## config.mk

```make
export PLATFORM = sky130hd
export DESIGN_NAME = wb_write_arbiter
export DESIGN_NICKNAME = d
export VERILOG_FILES = /design/src/rtl/wb_write_arbiter.sv
export SDC_FILE = /design/constraint.sdc
export NUM_CORES = 1
export LEC_CHECK = 0
export CORE_MARGIN = 10
export CORE_UTILIZATION = 35
export DETAILED_ROUTE_END_ITERATION = 8
export PLACE_DENSITY = 0.66
export RECOVER_POWER = 50
export SLEW_MARGIN = 20
export SYNTH_ARGS = -nofsm -noshare
export SYNTH_HDL_FRONTEND = slang
export SYNTH_SLANG_ARGS = --single-unit
```

## constraint.sdc

```tcl
create_clock -name CLK -period 4.5 [get_ports CLK]
set_input_delay 0.675 -clock CLK [delete_from_list [all_inputs] [get_ports CLK]]
set_output_delay 0.675 -clock CLK [all_outputs]
set_load 0.01 [all_outputs]
```

## src/rtl/wb_write_arbiter.sv

```systemverilog
// Write-back arbiter: merges ALU and load-unit results into a small in-order
// FIFO and retires one register-file write per cycle. It also reports whether
// a register still has a write that has not yet committed, so decode can stall.
module wb_write_arbiter #(
  parameter int ADDR_BITS = 5,
  parameter int DATA_BITS = 32,
  parameter int DEPTH     = 4
) (
  input  logic                   CLK,
  input  logic                   rst,
  input  logic                   alu_valid,
  output logic                   alu_ready,
  input  logic [ADDR_BITS-1:0]   alu_rd,
  input  logic [DATA_BITS-1:0]   alu_data,
  input  logic                   ld_valid,
  output logic                   ld_ready,
  input  logic [ADDR_BITS-1:0]   ld_rd,
  input  logic [DATA_BITS-1:0]   ld_data,
  output logic                   Write_enable,
  output logic [ADDR_BITS-1:0]   Write_reg,
  output logic [DATA_BITS-1:0]   Write_data,
  input  logic [ADDR_BITS-1:0]   chk_reg1,
  input  logic [ADDR_BITS-1:0]   chk_reg2,
  output logic                   chk_pend1,
  output logic                   chk_pend2,
  output logic [$clog2(DEPTH):0] count
);

  localparam int PTR_W = $clog2(DEPTH);
  localparam int CNT_W = PTR_W + 1;

  localparam logic [CNT_W-1:0]     DEPTH_C  = CNT_W'(DEPTH);
  localparam logic [CNT_W-1:0]     CNT_ZERO = {CNT_W{1'b0}};
  localparam logic [CNT_W-1:0]     CNT_ONE  = CNT_W'(32'd1);
  localparam logic [CNT_W-1:0]     CNT_TWO  = CNT_W'(32'd2);
  localparam logic [PTR_W-1:0]     PTR_ZERO = {PTR_W{1'b0}};
  localparam logic [PTR_W-1:0]     PTR_ONE  = PTR_W'(32'd1);
  localparam logic [ADDR_BITS-1:0] REG_X0   = {ADDR_BITS{1'b0}};

  // Queue storage; entries outside the live window are never looked at,
  // so the array itself needs no reset.
  logic [ADDR_BITS-1:0] fifo_rd_r   [DEPTH];
  logic [DATA_BITS-1:0] fifo_data_r [DEPTH];

  logic [PTR_W-1:0]     wr_ptr_r;
  logic [PTR_W-1:0]     rd_ptr_r;
  logic [CNT_W-1:0]     count_r;
  logic                 we_r;
  logic [ADDR_BITS-1:0] wreg_r;
  logic [DATA_BITS-1:0] wdata_r;

  logic [CNT_W-1:0]     free_s;
  logic [CNT_W-1:0]     push_cnt_s;
  logic [CNT_W-1:0]     pop_cnt_s;
  logic [PTR_W-1:0]     ld_slot_s;
  logic                 alu_ready_s;
  logic                 ld_ready_s;
  logic                 alu_push_s;
  logic                 ld_push_s;
  logic                 pop_s;
  logic [DEPTH-1:0]     live_s;
  logic                 pend1_s;
  logic                 pend2_s;

  // Handshake and push decode; free space is judged on start-of-cycle
  // occupancy only, so a same-cycle pop never frees a slot early.
  always_comb begin
    free_s = DEPTH_C - count_r;
    if (rst) begin
      alu_ready_s = 1'b0;
      ld_ready_s  = 1'b0;
    end else begin
      alu_ready_s = (free_s >= CNT_ONE);
      if (alu_valid) begin
        ld_ready_s = (free_s >= CNT_TWO);
      end else begin
        ld_ready_s = (free_s >= CNT_ONE);
      end
    end
    // x0 results complete the handshake but never occupy a slot.
    alu_push_s = alu_valid & alu_ready_s & (alu_rd != REG_X0);
    ld_push_s  = ld_valid & ld_ready_s & (ld_rd != REG_X0);
    // The ALU entry is older, so the load lands one slot behind it.
    if (alu_push_s) begin
      ld_slot_s = wr_ptr_r + PTR_ONE;
    end else begin
      ld_slot_s = wr_ptr_r;
    end
    push_cnt_s = {{(CNT_W-1){1'b0}}, alu_push_s} + {{(CNT_W-1){1'b0}}, ld_push_s};
    pop_s      = (count_r != CNT_ZERO);
    pop_cnt_s  = {{(CNT_W-1){1'b0}}, pop_s};
  end

  // Store accepted results into their slots.
  always_ff @(posedge CLK) begin
    if (alu_push_s) begin
      fifo_rd_r[wr_ptr_r]   <= alu_rd;
      fifo_data_r[wr_ptr_r] <= alu_data;
    end
    if (ld_push_s) begin
      fifo_rd_r[ld_slot_s]   <= ld_rd;
      fifo_data_r[ld_slot_s] <= ld_data;
    end
  end

  // Pointers, occupancy and the registered register-file write port.
  always_ff @(posedge CLK) begin
    if (rst) begin
      wr_ptr_r <= PTR_ZERO;
      rd_ptr_r <= PTR_ZERO;
      count_r  <= CNT_ZERO;
      we_r     <= 1'b0;
      wreg_r   <= REG_X0;
      wdata_r  <= {DATA_BITS{1'b0}};
    end else begin
      // DEPTH is a power of two, so pointer wrap is plain truncation.
      wr_ptr_r <= wr_ptr_r + push_cnt_s[PTR_W-1:0];
      rd_ptr_r <= rd_ptr_r + pop_cnt_s[PTR_W-1:0];
      count_r  <= count_r + push_cnt_s - pop_cnt_s;
      if (pop_s) begin
        we_r    <= 1'b1;
        wreg_r  <= fifo_rd_r[rd_ptr_r];
        wdata_r <= fifo_data_r[rd_ptr_r];
      end else begin
        we_r    <= 1'b0;
        wreg_r  <= wreg_r;
        wdata_r <= wdata_r;
      end
    end
  end

  // Mark which slots currently hold queued entries (distance from head < count).
  always_comb begin
    live_s = {DEPTH{1'b0}};
    for (int i = 0; i < DEPTH; i++) begin
      live_s[i] = ({1'b0, PTR_W'(i) - rd_ptr_r} < count_r);
    end
  end

  // Pending-write lookup over queued entries plus the write now on the port.
  always_comb begin
    pend1_s = 1'b0;
    pend2_s = 1'b0;
    for (int i = 0; i < DEPTH; i++) begin
      pend1_s = pend1_s | (live_s[i] & (fifo_rd_r[i] == chk_reg1));
      pend2_s = pend2_s | (live_s[i] & (fifo_rd_r[i] == chk_reg2));
    end
    pend1_s = pend1_s | (we_r & (wreg_r == chk_reg1));
    pend2_s = pend2_s | (we_r & (wreg_r == chk_reg2));
    // x0 is hard-wired, so it can never be pending.
    pend1_s = pend1_s & (chk_reg1 != REG_X0);
    pend2_s = pend2_s & (chk_reg2 != REG_X0);
  end

  assign alu_ready    = alu_ready_s;
  assign ld_ready     = ld_ready_s;
  assign Write_enable = we_r;
  assign Write_reg    = wreg_r;
  assign Write_data   = wdata_r;
  assign chk_pend1    = pend1_s;
  assign chk_pend2    = pend2_s;
  assign count        = count_r;

endmodule
```

==> metrics.cfg <==
[power_and_ir_drop]
power.share.switching_pct = 34.61
ir_worst_vdd_v = 0.0002444
power.density_mw_per_mm2 = 551.1
cellInternalPower_w = 0.004414
power_frac_seq_pct = 40.0
p_sw_w = 0.002336
power.leakage_nw = 4.319
combPwrFrac_pct = 38.5
clockPowerShare_pct = 21.5

[timing]
drv_slew = 0
rsz0062_at_grt = false
maxSlewHeadroom_pct = 47.22
skew_ns = 0.01086
tightest_slew_ns = 0.7917
report.final.setup_viol = 0
period_needed_ns = 3.838
finalHoldViolCount = 0
fin_crit_sh_pct = 85.29
fmax_mhz = 260.6
setup_ws_ns = 0.6620
setup_tns_ns = 0

[floorplanning]
die_w_microns = 189.5
dieHeight_microns = 189.5
coreArea_sq_mm = 0.02809
num_rows = 61
dieArea_sq_mm = 0.03589
start_util_pct = 35.78
ios = 133

[finish]
multi_input_area_sq_mm = 0.004318
largest_reg_flops = 128
fin_cells = 1218
syn_to_final_growth_pct = 21.88
fin_nets = 933
final_core_util_pct = 43.61
regMostFlops = fifo_data_r
final_common_cell = edfxtp_1
layout.area.seq_sq_mm = 0.005350
drive_gt1_share_pct = 28.01
fillCellCount = 2686
final_cell_mix = edfxtp_1, mux2_2, clkdlybuf4s50_1, nand2_1

[grt]
grt_first_pass_wirelength_microns = 39230
antenna_found_initial = 1
grt_max_degree = 48
grt_pass1_vias = 6541
grt-ovfl-total = 0
gr-usage-all-layers_pct = 14.15

[clock_tree]
cts_tree = built
cts_sinks = 193
clk_latency_ns = 0.43
cts_buffer_depth = 2
cts_made_buffers = 17
cts_root_buffer = clkbuf_16
post-cts-setup-buffers = 0
ctsHoldBuffers = 0
ctsResizeCount = 0
cts.clk_slew.worst_paths_ns = 0.07
htreeDepth = 4

[routing]
drc_errors = 0
vias = 6065
wl_per_cell_microns = 20.90
firstDrtPassIters = 4
wl_met3_microns = 1491
drt.antenna.violating_nets = 0
drt-total-wl_microns = 25450
highest_layer = met4
drtIter0Drc = 358
wl_met2_microns = 12470
met1_length_microns = 11300
viasPerCell = 4.979

[synth]
ys_ff_latch = 193
yosysSeqAreaShare_pct = 53.19
ys_types = 43
yosysWarnings = 0
syn-mean-instance-area_sq_um = 14.23
syn_nets = 813
synth_cells = 706
synth_area_sq_mm = 0.01005

[critical_path]
cp-end-kind = register
critPathArrivalTime_ns = 4.01
critPathKind = register to register
startpoint_type = register
crit_fanout = 11
worst_r2r_path_depth = 10
crit_required_ns = 4.68

[worst_hold_path]
hp-class = register to register
whs_path_depth = 2

[status]
status = completed

[placed_design]
pre_cts_ws_ns = 0.9356
io_buffer_count = 132
dpl.hpwl_microns = 17080
routabilityCongestion = 0.8237
dpl.cell_count = 1185

[run]
maxCapViolations = 0

[routing by layer]
layer	global-route usage [%]	vias to the layer above
li1	-	2864
met1	18.00	3031
met2	23.65	154
met3	3.638	16
met4	3.083	0
met5	0	-
[area by class of cell]
class | instances | share of cell area [%]
diodes | 1 | 0.02043
clock buffers | 17 | 3.473
clock inverters | 15 | 1.042
inverters | 16 | 0.4903
multi-input cells | 448 | 35.25
flip-flops and latches | 193 | 43.68
well taps | 378 | 3.861
repair buffers | 150 | 12.18
[cells by family (layout without fill, tap and decap cells)]
group                      count (synthesis)  in the layout  share of synthesized area (%)
AOI/OAI and AO/OA                         57             57                          3.387
DFF                                      193            193                          53.19
and+or+nand+nor                          129            129                          5.901
adders and majority gates                 19             19                          2.440
buffers and inverters                     65            198                          3.660
muxes                                    187            187                          26.54
xor gates and xnor gates                  56             56                          4.880
other                                      0              1                              0
[cells in the mapped netlist, drive strengths merged]
master	number	area (sq um)
mux2	149	1824
edfxtp	148	4444
nand2	78	292.8
dfxtp	45	900.9
a21oi	43	230.2
xor2	43	376.6
mux4	37	833.3
clkbuf	26	97.59
buf	23	210.2
ha	18	225.2
inv	16	60.06
nor2	16	65.06
xnor2	13	113.9
nor3	7	35.03
nand3	5	25.02
nor4	5	37.53
a21o	4	30.03
nand4	4	25.02
nor2b	4	25.02
o211ai	4	30.03
nand2b	3	18.77
or3	3	23.77
o21ai	2	10.01
o22a	2	17.52
or4	2	15.01
a2111oi	1	15.01
a21boi	1	7.510
fa	1	20.02
mux2i	1	10.01
nor4b	1	15.01
or4bb	1	15.01
[critical path: stages, from the launching register on]
cell	delay (ns)
dfxtp_1	0.51
inv_1	0.12
ha_1	0.22
ha_1	0.29
nor4b_1	0.49
a2111oi_0	0.14
clkbuf_1	0.27
or3_1	0.41
a21oi_4	0.15
clkbuf_1	0.56
mux2_1	0.41
[through the flow]
stage,total power (W),hold WS (ns),cell area (sq um)
CTS,0.006965,0.4619,12300
floorplan,0.004417,0.4761,10050
global placement,0.005457,0.4429,11750
detailed placement,0.005497,0.4479,11750
global route,0.007182,0.4764,12250
finish,0.006750,0.4585,12250
[path summary, 6_finish.rpt]
| check | start | endpoint | slack (ns) |
|---|---|---|---|
| max | count[0]$_SDFF_PP0_ | fifo_data_r[0][6]$_DFFE_PP_ | 0.66 |
| min reg2reg | Write_data[8]$_SDFFE_PP0N_ | Write_data[8]$_SDFFE_PP0N_ | 0.46 |
| max reg2reg | count[0]$_SDFF_PP0_ | fifo_data_r[0][6]$_DFFE_PP_ | 0.66 |
| min | Write_data[8]$_SDFFE_PP0N_ | Write_data[8]$_SDFFE_PP0N_ | 0.46 |
[power groups by stage]
stage / logic [W] / registers (W) / clock network [W]
5_1_grt: 0.00286 / 0.00277 / 0.00156
3_5_place_dp: 0.00274 / 0.00276 / 0
2_1_floorplan: 0.00168 / 0.00273 / 0
4_1_cts: 0.00275 / 0.00272 / 0.00149
6_report: 0.00260 / 0.00270 / 0.00145
3_3_place_gp: 0.00272 / 0.00274 / 0
Power figures use the tool's default switching activity.
